### config.mk
export PLATFORM = sky130hd
export DESIGN_NAME = npu_wb_stream_bridge
export DESIGN_NICKNAME = d
export VERILOG_FILES = /design/src/rtl/npu_pkg.sv /design/src/rtl/npu_sync_fifo.sv /design/src/rtl/npu_wb_stream_bridge.sv
export SDC_FILE = /design/constraint.sdc
export NUM_CORES = 1
export LEC_CHECK = 0
export ABC_CLOCK_PERIOD_IN_PS = 2850
export BUFFER_PORTS_ARGS = -buffer_cell sky130_fd_sc_hd__buf_2
export CAP_MARGIN = 20
export CORE_MARGIN = 1
export CORE_UTILIZATION = 58
export CTS_CLUSTER_SIZE = 10
export DETAILED_ROUTE_END_ITERATION = 8
export GPL_TIMING_DRIVEN = 1
export PLACE_DENSITY = 0.86
export SLEW_MARGIN = 20
export SYNTH_ARGS = -nofsm -noshare
export SYNTH_HDL_FRONTEND = slang
export SYNTH_SLANG_ARGS = --single-unit
### constraint.sdc
create_clock -name wb_clk_i -period 2.85 [get_ports wb_clk_i]
set_input_delay 0.4275 -clock wb_clk_i [delete_from_list [all_inputs] [get_ports wb_clk_i]]
set_output_delay 0.4275 -clock wb_clk_i [all_outputs]
set_load 0.02 [all_outputs]
### src/rtl/npu_pkg.sv
// Shared constants and helpers for the npu Wishbone stream bridge.
package npu_pkg;

  localparam int NPU_DW      = 32;
  localparam int NPU_DEPTH   = 4;
  localparam int NPU_TIMEOUT = 64;

  localparam logic [31:0] RD_EMPTY_PATTERN = 32'hFFFF_FFFF;

  localparam logic [0:0] ST_IDLE = 1'b0;
  localparam logic [0:0] ST_WAIT = 1'b1;

  function automatic logic [7:0] sat_inc8(input logic [7:0] v);
    return (v == 8'hFF) ? v : v + 8'd1;
  endfunction

endpackage

### src/rtl/npu_sync_fifo.sv
// Synchronous first-word-fall-through FIFO with wrap-bit pointers.
module npu_sync_fifo #(
  parameter int DW    = 32,
  parameter int DEPTH = 4
) (
  input  logic          clk,
  input  logic          rst,
  input  logic          push,
  input  logic [DW-1:0] din,
  input  logic          pop,
  output logic [DW-1:0] dout,
  output logic          full,
  output logic          empty
);

  localparam int AW = $clog2(DEPTH);
  localparam int PW = AW + 1;

  logic [PW-1:0] wr_ptr;
  logic [PW-1:0] rd_ptr;
  logic [DW-1:0] mem [DEPTH];
  logic          do_push;
  logic          do_pop;

  assign empty   = (wr_ptr == rd_ptr);
  assign full    = (wr_ptr[AW] != rd_ptr[AW]) && (wr_ptr[AW-1:0] == rd_ptr[AW-1:0]);
  assign do_push = push & ~full;
  assign do_pop  = pop & ~empty;

  // Head reads as zero when empty so a flushed FIFO presents no stale data.
  assign dout = empty ? '0 : mem[rd_ptr[AW-1:0]];

  always_ff @(posedge clk) begin
    if (rst) begin
      wr_ptr <= '0;
      rd_ptr <= '0;
    end else begin
      if (do_push) wr_ptr <= wr_ptr + PW'(1);
      if (do_pop)  rd_ptr <= rd_ptr + PW'(1);
    end
  end

  always_ff @(posedge clk) begin
    if (do_push) mem[wr_ptr[AW-1:0]] <= din;
  end

endmodule

### src/rtl/npu_wb_stream_bridge.sv
// Wishbone slave turning writes into command pushes and reads into response pops.
// state   | meaning
// ST_IDLE | no access pending; a new request completes at once or stalls
// ST_WAIT | stalled on full cmd / empty rsp FIFO, counting toward the force-ack
module npu_wb_stream_bridge
  import npu_pkg::*;
#(
  parameter int DEPTH   = NPU_DEPTH,
  parameter int TIMEOUT = NPU_TIMEOUT,
  parameter int DW      = NPU_DW
) (
  input  logic          wb_clk_i,
  input  logic          wb_rst_i,
  input  logic          wbs_stb_i,
  input  logic          wbs_cyc_i,
  input  logic          wbs_we_i,
  input  logic [DW-1:0] wbs_dat_i,
  output logic          wbs_ack_o,
  output logic [DW-1:0] wbs_dat_o,
  output logic          cmd_valid_o,
  output logic [DW-1:0] cmd_data_o,
  input  logic          cmd_ready_i,
  input  logic          rsp_valid_i,
  input  logic [DW-1:0] rsp_data_i,
  output logic          rsp_ready_o,
  output logic [7:0]    ovf_cnt_o,
  output logic [7:0]    udf_cnt_o
);

  localparam int WCW = $clog2(TIMEOUT + 1);
  localparam logic [WCW-1:0] WAIT_LAST  = WCW'(TIMEOUT);
  localparam logic [DW-1:0]  RD_EMPTY   = DW'(RD_EMPTY_PATTERN);

  logic [0:0]     state;
  logic [WCW-1:0] wait_cnt;
  logic           req;
  logic           cmd_full;
  logic           cmd_empty;
  logic           rsp_full;
  logic           rsp_empty;
  logic [DW-1:0]  rsp_head;
  logic           cmd_push;
  logic           rsp_pop;
  logic           done;

  assign req         = wbs_cyc_i & wbs_stb_i & ~wbs_ack_o;
  assign cmd_valid_o = ~cmd_empty;
  assign rsp_ready_o = ~rsp_full;

  // Full/empty come from registered occupancy, so a same-cycle core pop never frees a slot.
  assign cmd_push = req &  wbs_we_i & ~cmd_full;
  assign rsp_pop  = req & ~wbs_we_i & ~rsp_empty;
  assign done     = cmd_push | rsp_pop;

  npu_sync_fifo #(.DW(DW), .DEPTH(DEPTH)) u_cmd_fifo (
    .clk   (wb_clk_i),
    .rst   (wb_rst_i),
    .push  (cmd_push),
    .din   (wbs_dat_i),
    .pop   (cmd_ready_i),
    .dout  (cmd_data_o),
    .full  (cmd_full),
    .empty (cmd_empty)
  );

  npu_sync_fifo #(.DW(DW), .DEPTH(DEPTH)) u_rsp_fifo (
    .clk   (wb_clk_i),
    .rst   (wb_rst_i),
    .push  (rsp_valid_i),
    .din   (rsp_data_i),
    .pop   (rsp_pop),
    .dout  (rsp_head),
    .full  (rsp_full),
    .empty (rsp_empty)
  );

  always_ff @(posedge wb_clk_i) begin
    if (wb_rst_i) begin
      state     <= ST_IDLE;
      wait_cnt  <= '0;
      wbs_ack_o <= 1'b0;
      wbs_dat_o <= '0;
      ovf_cnt_o <= '0;
      udf_cnt_o <= '0;
    end else begin
      wbs_ack_o <= 1'b0;
      case (state)
        ST_IDLE: begin
          if (done) begin
            wbs_ack_o <= 1'b1;
            wbs_dat_o <= wbs_we_i ? '0 : rsp_head;
          end else if (req) begin
            state    <= ST_WAIT;
            wait_cnt <= WCW'(1);
          end
        end
        default: begin
          if (!req) begin
            state    <= ST_IDLE;
            wait_cnt <= '0;
          end else if (done) begin
            wbs_ack_o <= 1'b1;
            wbs_dat_o <= wbs_we_i ? '0 : rsp_head;
            state     <= ST_IDLE;
            wait_cnt  <= '0;
          end else if (wait_cnt == WAIT_LAST) begin
            wbs_ack_o <= 1'b1;
            state     <= ST_IDLE;
            wait_cnt  <= '0;
            if (wbs_we_i) begin
              wbs_dat_o <= '0;
              ovf_cnt_o <= sat_inc8(ovf_cnt_o);
            end else begin
              wbs_dat_o <= RD_EMPTY;
              udf_cnt_o <= sat_inc8(udf_cnt_o);
            end
          end else begin
            wait_cnt <= wait_cnt + WCW'(1);
          end
        end
      endcase
    end
  end

endmodule

==> impl_metrics.ini <==
[run_status]
status = completed

[die]
die_w_um = 150
core_region_area_mm2 = 0.0213
dieArea_mm2 = 0.0226
initial_core_util_pct = 59.9
ioPinCount = 154
die_h_um = 150
rows = 53

[global_route]
grt_pass1_wl_um = 39100
grt_pass1_vias = 7321
grt.total_usage_pct = 23.2
antenna_found_initial = 2
grt_overflow = 0
grt_start_max_net_pins = 49

[yosys]
synthAdderAreaFrac_pct = 1.37
synth_nets = 827
synth-seq-cells = 329
ys_warn_count = 0
syn-cell-area_mm2 = 0.0128
ys_seq_area_share_pct = 71.7
yosysTopAreaCell = edfxtp_1
synth-simple-area-share_pct = 7.30
synth_ff_type = edfxtp_1
synth_cell_types = 49
synthXorXnorAreaFrac_pct = 1.65
synth_area_per_cell_um2 = 17.2
synth_cells = 742
synth_top_family_by_area = multiplexers
muxShareOfSynthArea_pct = 11.8
synth-edff-count = 256
synth_compound_area_share_pct = 4.68
async_flop_share_pct = 0
synth_area_leaders = edfxtp_1 (60%), dfxtp_1 (11%), mux4_2 (11%), and2_1 (2.1%), a211oi_1 (1.9%)
synth_top_area_share_pct = 60.3

[worst_setup_path]
crit_type = reg -> out
worst-path-max-fanout = 35
cp_num_buf_inv = 2
cp_slowest_cell = dfxtp_1
cpPeakStageDelay_ns = 0.38
crit_path_start_kind = register
required_ns = 2.42
cp.arrival_ns = 2.07
crit_family = buffers and inverters
crit_path_end_kind = output pin
path_cells = xor2_1 -> nand3b_1 -> buf_4 -> and2_1 -> buf_2

[detailed_routing]
via_per_inst = 5.86
drtPass1Iterations = 5
ant_nets = 0
wirelength_um = 25500
drc_errors = 0
routedWlPerCell_um = 20.8
num_vias = 7172
drt_iter0_drc = 503

[layout]
final_util_pct = 70.9
multi_input_area_mm2 = 0.00344
nets = 1001
drive_gt1_share_pct = 31.7
syn2layout_area_growth_pct = 18.3
fill_cells = 1255
seq_area_mm2 = 0.00915

[place]
gp_congestion = 0.782
port-buffer-count = 153
place_ws_ns = 0.517
place_hpwl_um = 14600

[sta]
holdWs_ns = 0.120
maxSlewHeadroom_pct = 34.2
finalSetupViolations = 0
slew_viol_final = 0
layout_setup_ws_ns = 0.354
setup_tns_ns = 0
fmax_mhz = 401
finalCriticalPeriod_ns = 2.50
hold_violations = 0
clock_skew_ns = 0.0240
rsz0062_at_grt = false
finalCritPeriodShare_pct = 87.6
tightest_slew_ns = 0.983

[cts]
clock_path_buffers = 3
cts_setup_buffers = 0
htree_num_levels = 2
hold_buffers = 0
root_buffer = clkbuf_16
cts_resized = 0
path_clk_slew_ns = 0.05
insertion_delay_ns = 0.52
cts.sinks = 329
cts_made_buffers = 39
cts_tree = yes

[power_and_ir_drop]
pwr_density_cell_mw_per_mm2 = 711
ir_drop_mv = 0.603
leakagePower_nw = 5.32
power_mw = 10.7

[run]
cap_viol_max_count = 0

[worst_hold_path]
worst_hold_path_type = in -> reg
[power breakdown]
group | switching [mW] | leakage (nW) | total, mW | internal, mW
logic | 0.566 | 1.86 | 0.934 | 0.369
registers | 0.0674 | 2.93 | 5.40 | 5.33
clock network | 1.77 | 0.542 | 4.38 | 2.62
total | 2.40 | 5.32 | 10.7 | 8.32
[metrics by stage]
stage	instance area, um2	instances
floorplan	12800	742
global placement	13900	1150
detailed placement	13900	1150
CTS	15100	1220
global route	15100	1221
finish	15100	1223
[layout by cell type, fill, tap and decap left out, types with 5 or more instances in the layout]
master and instances:
clkbuf_1 25, mux4_2 64, nand3_1 14, nor2_1 33, a211oi_1 32, buf_12 5, edfxtp_1 256, nand2_1 37
a21oi_1 39, buf_2 153, ha_1 14, dfxtp_1 71, buf_4 14, and2_1 42, and3_1 6, and4_1 5
clkbuf_16 40, xnor2_1 17, inv_1 8, xor2_1 7
[flip-flops by register name, summed over array words and instances (netlist names), named ones only]
name,count
ovf_cnt_o,8
state,1
u_cmd_fifo.mem,128
u_cmd_fifo.rd_ptr,3
u_cmd_fifo.wr_ptr,3
u_rsp_fifo.mem,128
u_rsp_fifo.rd_ptr,3
u_rsp_fifo.wr_ptr,3
udf_cnt_o,8
wait_cnt,7
wbs_ack_o,1
wbs_dat_o,32
[logic make-up after synthesis]
logic type	count (synthesis)
adders and majority gates	14
xor gates and xnor gates	24
DFF	329
buffers and inverters	47
muxes	70
AOI/OAI and AO/OA	90
and+or+nand+nor	168
[metal layers]
metal | part of all wire [%] | track usage, %
met1 | 38 | 28.6
met2 | 52 | 39.7
met3 | 8.1 | 6.27
met4 | 2.1 | 7.58
met5 | 0 | 0
[area by class of cell]
cell class,instances,share of cell area (%)
Clock inverter,5,0.282
Multi-Input combinational cell,366,22.8
Inverter,8,0.199
Timing Repair Buffer,172,6.44
Sequential cell,329,60.7
Antenna cell,3,0.0498
Tap cell,275,2.28
Clock buffer,65,7.26
[cells in the mapped netlist, drive strengths merged (8+ instances only)]
cell type	instances
a211oi	33
a21oi	39
and2	42
buf	9
clkbuf	30
dfxtp	73
edfxtp	256
ha	14
inv	8
mux4	64
nand2	37
nand3	14
nor2	33
xnor2	17
[final timing paths]
check / from / end / slack (ns) / cells past startpoint
setup / recovery: u_cmd_fifo.wr_ptr[2] / cmd_data_o[18] / 0.35 / 5
hold / removal: wbs_dat_i[30] / u_cmd_fifo.mem[0][30] / 0.12 / 1
setup reg to reg: u_rsp_fifo.rd_ptr[2] / wbs_dat_o[3] / 0.41 / 5
hold reg to reg: wait_cnt[6] / wait_cnt[6] / 0.52 / 1
(Power assumes the default switching activity.)
